**src/rtl/ram_sync_be_init.sv**
```systemverilog
// Simple-dual-port synchronous RAM: byte-enable writes, write-first bypass, post-reset clear sequencer.
// Optional macro RAM_OUT_REG_EN adds an output register (read latency 2 instead of 1).
module ram_sync_be_init #(
    parameter int DATA_W = 16,
    parameter int ADDR_W = 6,
    parameter int BE_W   = DATA_W / 8
) (
    input  logic              clk,
    input  logic              rst_n,
    input  logic              we,
    input  logic [BE_W-1:0]   be,
    input  logic [ADDR_W-1:0] write_addr,
    input  logic [DATA_W-1:0] data,
    input  logic              re,
    input  logic [ADDR_W-1:0] read_addr,
    output logic [DATA_W-1:0] q,
    output logic              q_valid,
    output logic              init_busy
);
    localparam int DEPTH = 2 ** ADDR_W;

    typedef enum logic {CLEAR, READY} state_t;

    state_t            state;
    logic [ADDR_W-1:0] clr_ptr;
    logic [DATA_W-1:0] mem [DEPTH];

    logic              wr_en;
    logic              rd_en;
    logic              hit;
    logic [DATA_W-1:0] rd_word;
    logic [DATA_W-1:0] s1_q;
    logic              s1_valid;

    assign wr_en = (state == READY) && we;
    assign rd_en = (state == READY) && re;
    assign hit   = wr_en && (write_addr == read_addr);

    // Write-first: enabled bytes of a colliding write replace the stored bytes on the read path.
    always_comb begin
        rd_word = mem[read_addr];
        for (int i = 0; i < BE_W; i++) begin
            if (hit && be[i]) begin
                rd_word[8*i +: 8] = data[8*i +: 8];
            end
        end
    end

    always_ff @(posedge clk) begin
        if (!rst_n) begin
            state     <= CLEAR;
            clr_ptr   <= '0;
            init_busy <= 1'b1;
        end else if (state == CLEAR) begin
            clr_ptr <= clr_ptr + 1'b1;
            if (clr_ptr == ADDR_W'(DEPTH - 1)) begin
                state     <= READY;
                init_busy <= 1'b0;
            end
        end
    end

    // NOTE: the array has no reset branch; the clear sequencer zeroes it so it still maps onto RAM.
    always_ff @(posedge clk) begin
        if (rst_n) begin
            if (state == CLEAR) begin
                mem[clr_ptr] <= '0;
            end else if (wr_en) begin
                for (int i = 0; i < BE_W; i++) begin
                    if (be[i]) begin
                        mem[write_addr][8*i +: 8] <= data[8*i +: 8];
                    end
                end
            end
        end
    end

    always_ff @(posedge clk) begin
        if (!rst_n) begin
            s1_q     <= '0;
            s1_valid <= 1'b0;
        end else begin
            s1_valid <= rd_en;
            if (rd_en) begin
                s1_q <= rd_word;
            end
        end
    end

`ifdef RAM_OUT_REG_EN
    always_ff @(posedge clk) begin
        if (!rst_n) begin
            q       <= '0;
            q_valid <= 1'b0;
        end else begin
            q_valid <= s1_valid;
            if (s1_valid) begin
                q <= s1_q;
            end
        end
    end
`else
    assign q       = s1_q;
    assign q_valid = s1_valid;
`endif

endmodule
```
**config.mk**
```make
export PLATFORM = sky130hd
export DESIGN_NAME = ram_sync_be_init
export DESIGN_NICKNAME = d
export VERILOG_FILES = /design/src/rtl/ram_sync_be_init.sv
export SDC_FILE = /design/constraint.sdc
export NUM_CORES = 1
export LEC_CHECK = 0
export ABC_AREA = 1
export BUFFER_PORTS_ARGS = -buffer_cell sky130_fd_sc_hd__buf_2
export CORE_UTILIZATION = 50
export CTS_CLUSTER_DIAMETER = 50
export CTS_CLUSTER_SIZE = 16
export DETAILED_ROUTE_END_ITERATION = 8
export PLACE_DENSITY = 0.66
export SYNTH_ARGS = -nofsm -noshare
export SYNTH_HDL_FRONTEND = slang
export SYNTH_SLANG_ARGS = --single-unit
export TNS_END_PERCENT = 100
```
**constraint.sdc**
```tcl
create_clock -name clk -period 4.7 [get_ports clk]
set_clock_uncertainty 0.2 [all_clocks]
set_input_delay 0.47 -clock clk [delete_from_list [all_inputs] [get_ports clk]]
set_output_delay 0.47 -clock clk [all_outputs]
set_load 0.03 [all_outputs]
```
==> out/metrics.cfg, run 1 <==
[layout]
fin_nets=3942
mostFrequentLayoutCells=1506 x nand2_1, 1024 x edfxtp_1, 857 x nand3_1
antenna_cells=0
area_growth_pct=10.6
layout_commonest_cell=nand2_1
drive_gt1_frac=0.0822

[sta]
drv_slew=0
totalNegativeSetupSlack_ns=0
max-slew-margin-rel=0.239
fmax_mhz=269
rsz0062_at_grt=false
setup_violations=0
hold_violations=0
min_period_over_period=0.791
fin_ws_ns=0.982
tightest_slew_ns=1.14
min_period_ns=3.72

[floorplan]
die_h_um=297
design.die.area_um2=88200
row_count=107
start_util=0.508
dieWidth_um=297
coreArea_um2=85700
ioPinCount=52

[critical_path]
cp-start-kind=flip-flop
path_buf_inv=0
max_stage_delay_ns=0.74
critPathKind=reg2reg
cp-end-kind=flip-flop
crit_required_ns=4.78
cpMostUsedCell=nand2_1
critical-path-top-delay-family=simple AND/OR/NAND/NOR gates
critical_path.max_fanout=22
crit_chain=nand3_2 -> a21oi_4 -> nand2_1 -> o21ai_1 -> nand2_1 -> nor2_1 -> nand2_1 -> nor2_1
cpMaxStageDelayCell=nor2_1
worstPathArrival_ns=3.80

[place]
portBuffers=51
place.gp.congestion=0.931
pre_cts_slack_ns=0.978
hpwl_um=71000

[clock_network]
cts-buffers-inserted=95
clock_latency_ns=0.65
cts_buffer_depth=3
cts_resized=0
path_clk_slew_ns=0.07
cts_tree=built
cts_num_sinks=1049
htree_levels=3
ctsHoldBuffers=1
post-cts-setup-buffers=0
cts-root-buf=clkbuf_16

[routing]
wl_um=115000
vias=29500
route.detailed.drc=0
drtAntennaViolNets=0
routed_via_density=5.75
drt_pass1_iterations=6
wire_per_inst_um=22.5
dr.first_iter.drc_count=3544

[grt]
grt_pass1_wl_um=173000
grt-ovfl-total=0
grt_max_degree=194
grt_pass1_vias=27800
antenna_found_initial=0
track_usage=0.258

[synthesis]
synthTopCellsByArea=edfxtp_1 71%, nand2_1 13%, nand3_1 9.9%
synthCells=3922
ys_ff_latch=1049
ys_warn_count=0
synth_top_area_frac=0.707
syn_area_per_cell_um2=11.1
syn_nets=3957
synth_cell_types=29
ys_seq_area_frac=0.718
synth_area_um2=43500
yosysTopAreaCell=edfxtp_1

[power]
p_leak_nw=18.6
irDropWorstVdd_v=0.000306
pwr_density_cell_nw_per_um2=394

[status]
status=finished, final reports clean

[run]
max_cap_viol_count=0

[hold_path]
worstHoldPathType=in2reg

path summary, 6_finish.rpt:
check               start     endpoint  slack [ns]  depth (start not counted)
hold / removal    data[8]         q[8]        0.08                          5
setup reg to reg    state  mem[32][10]        0.98                          8
setup / recovery    state  mem[32][10]        0.98                          8
hold reg to reg      q[6]         q[6]        0.27                          2
cell type report:
type | instances | area (um^2)
repair buffers | 133 | 1080
inverters | 44 | 194
clock inverters | 62 | 647
well taps | 1144 | 1430
flip-flops and latches | 1049 | 31300
clock buffers | 106 | 2500
fillers | 7160 | 37600
multi-input cells | 2584 | 11000
routing by layer:
| metal | global-route usage | part of all wire | up-vias |
|---|---|---|---|
| li1 | - | - | 13600 |
| met1 | 0.378 | 0.42 | 14300 |
| met2 | 0.403 | 0.47 | 1386 |
| met3 | 0.0318 | 0.086 | 220 |
| met4 | 0.0865 | 0.030 | 0 |
| met5 | 0 | 0 | - |
synth_stat cells:
cell / number
nor2_4: 1
edfxtp_1: 1024
o21ai_0: 2
clkinv_2: 1
clkbuf_1: 80
o21ai_1: 2
nand4_1: 16
nand3_2: 1
a21oi_1: 22
clkinv_1: 4
a21oi_4: 1
o21ai_2: 1
nor2_1: 152
buf_1: 34
o211ai_1: 2
nand2_1: 1506
inv_2: 1
nor3_1: 2
nand3_4: 2
buf_2: 127
nand3_1: 857
inv_1: 38
o22ai_1: 1
nand2_2: 12
xor2_1: 1
nor2_8: 2
buf_6: 4
ha_1: 1
dfxtp_1: 25
state kept, by name (all words and copies together), names as in the netlist:
signal     cells
clr_ptr        6
init_busy      1
mem         1024
q             16
q_valid        1
state          1
worst register-to-register path, delay by kind of cell (launching register included):
family	cells	cell delay [ns]
AO/OA/AOI/OAI	2	0.68
AND/OR/NAND/NOR	6	1.97
flip-flops	1	0.50
report_power, final:
part           switching, mW  internal [mW]
combinational          0.712          0.243
sequential           0.00781           10.1
clock                   3.58           4.30
kinds of logic (layout without fill, tap and decap cells):
kind of cell               after synthesis  count (layout)  synth area share
and+or+nand+nor                       2551            2551             0.248
DFF                                   1049            1049             0.718
buffers and inverters                  289             345            0.0293
AOI/OAI and AO/OA                       31              31           0.00405
adders and majority gates                1               1          0.000287
xor gates and xnor gates                 1               1          0.000201
per-stage QoR:
stage	utilization	cells	hold slack, ns	cell area, um^2	power [mW]
2_1_floorplan	-	3922	0.279	43500	10.9
3_3_place_gp	0.525	4953	0.255	45000	11.3
3_5_place_dp	0.525	4953	0.257	45000	11.3
4_1_cts	0.562	5122	0.0517	48100	19.0
5_1_grt	0.562	5122	0.0858	48100	19.4
6_report	0.562	5122	0.0833	48100	19.0
Note: power is estimated with default switching activity, not from simulation.
==> run 2: changes to the inputs <==
==> constraint.sdc (replaced) <==
create_clock -name clk -period 3.55 [get_ports clk]
set_clock_uncertainty 0.2 [all_clocks]
set_input_delay 0.355 -clock clk [delete_from_list [all_inputs] [get_ports clk]]
set_output_delay 0.355 -clock clk [all_outputs]
set_load 0.03 [all_outputs]
==> out/metrics.cfg, run 2 (same netlist as run 1, synthesis figures left out) <==
[sta]
tightest_slew_ns=0.919
min_period_ns=3.09
hold_violations=0
fmax_mhz=324
setup_violations=0
rsz0062_at_grt=false
max-slew-margin-rel=0.387
drv_slew=0
min_period_over_period=0.870
totalNegativeSetupSlack_ns=0

[critical_path]
crit_required_ns=3.64
worstPathArrival_ns=3.18
critPathKind=reg2reg
cp-end-kind=flip-flop
cpMostUsedCell=nand2_1
cpMaxStageDelayCell=nor2_1
crit_chain=nand2_2 -> nor2_4 -> o21ai_2 -> nand2_2 -> nand2_1 -> inv_1 -> nand2_1 -> nor2_1 -> nand2_1 -> nor2_1
max_stage_delay_ns=0.58
cp-start-kind=flip-flop
rr_startpoint=state
critPathLaunch=state
critical_path.max_fanout=8

[power]
irDropWorstVdd_v=0.000430
pwr_density_cell_nw_per_um2=510
p_leak_nw=19.3

[clock_network]
clock_latency_ns=0.65
htree_levels=3
cts-buffers-inserted=95
post-cts-setup-buffers=0
cts_tree=built
cts_resized=0
cts-root-buf=clkbuf_16
cts_buffer_depth=3
path_clk_slew_ns=0.07
cts_num_sinks=1049

[place]
numPlacedInstances=5068
portBuffers=51
hpwl_um=70000
place.gp.congestion=0.883

[grt]
track_usage=0.258
grt-ovfl-total=0
grt_pass1_wl_um=174000
antenna_found_initial=1
grt_pass1_vias=28100
grt_max_degree=159

[layout]
mostFrequentLayoutCells=1506 x nand2_1, 1024 x edfxtp_1, 857 x nand3_1
layout_commonest_cell=nand2_1
largest-register=mem
largestRegisters=mem x1024, q x16, clr_ptr x6
area_growth_pct=13.2
instances_no_fill=5249
drive_gt1_frac=0.107
largest_reg_flops=1024
fin_nets=4069
antenna_cells=0

[routing]
drtAntennaViolNets=0
routed_via_density=5.65
vias=29700
wl_um=115000
route.detailed.drc=0
wire_per_inst_um=21.9
dr.first_iter.drc_count=3534
drt_pass1_iterations=6

[floorplan]
design.die.area_um2=88200
coreArea_um2=85700
dieWidth_um=297
die_h_um=297
row_count=107
start_util=0.508
ioPinCount=52

[status]
status=finished, final reports clean

[run]
max_cap_viol_count=0

[hold_path]
min_from=data[4]
worstHoldPathType=in2reg

## run 2: changes by cell type in the layout (fill, tap and decap cells not counted), moves of 2 or more
cell | before | now
dlygate4sd3_1 | 1 | 13
buf_12 | 15 | 30
inv_8 | 3 | 9
inv_6 | 16 | 12
inv_2 | 16 | 18
buf_4 | 67 | 167
clkinv_4 | 13 | 9
clkbuf_16 | 99 | 95
## run 2: per-stage QoR
step	utilization	instance area, um^2	setup slack (ns)	hold WS, ns	total power, mW
after detailed placement	0.537	46000	0.509	0.256	15.0
after floorplan	-	43500	1.14	0.279	14.5
after global routing	0.575	49300	0.277	0.0980	25.8
final	0.575	49300	0.463	0.0610	25.1
after CTS	0.575	49300	0.515	0.0154	25.2
after global placement	0.537	46000	0.520	0.254	14.9
## run 2: worst paths after layout
path / slack (ns) / to / cells past startpoint
worst min register to register: 0.26 / q[10] / 2
worst min-delay path: 0.06 / q[4] / 5
worst max register to register: 0.46 / mem[28][6] / 10
worst max-delay path: 0.46 / mem[28][6] / 10
## run 2: power breakdown
group | internal (mW) | leakage (nW) | switching, mW
registers | 13.4 | 11.5 | 0.0109
logic | 0.353 | 6.33 | 0.937
clock network | 5.62 | 1.51 | 4.79
## run 2: metal layers
layer | up-vias | wire length (um) | share of wire | GRT usage
li1 | 13800 | - | - | -
met1 | 14400 | 48300 | 0.42 | 0.370
met2 | 1279 | 54600 | 0.47 | 0.412
met3 | 173 | 8880 | 0.077 | 0.0314
met4 | 2 | 3310 | 0.029 | 0.0827
met5 | - | 13 | 0.00011 | 0
## run 2: worst max-delay path, delay by kind of cell, from the launching register on
family / cells / cell delay [ns]
buffers and inverters: 1 / 0.09
AOI/OAI and AO/OA: 1 / 0.19
and+or+nand+nor: 8 / 1.73
DFF: 1 / 0.51
## run 2: area by class of cell
type                       instances  area (um^2)
tap                             1144         1430
clock buffer                     102         2400
timing repair buffer             260         2250
multi-input combinational       2584        11000
sequential                      1049        31300
fill                            7127        36400
inverter                          44          191
clock inverter                    66          727
## run 2: what timing repair did
action,CTS,global route
endpoints found under the setup margin,0,0
hold endpoints to repair,15,0
hold buffers,13,0
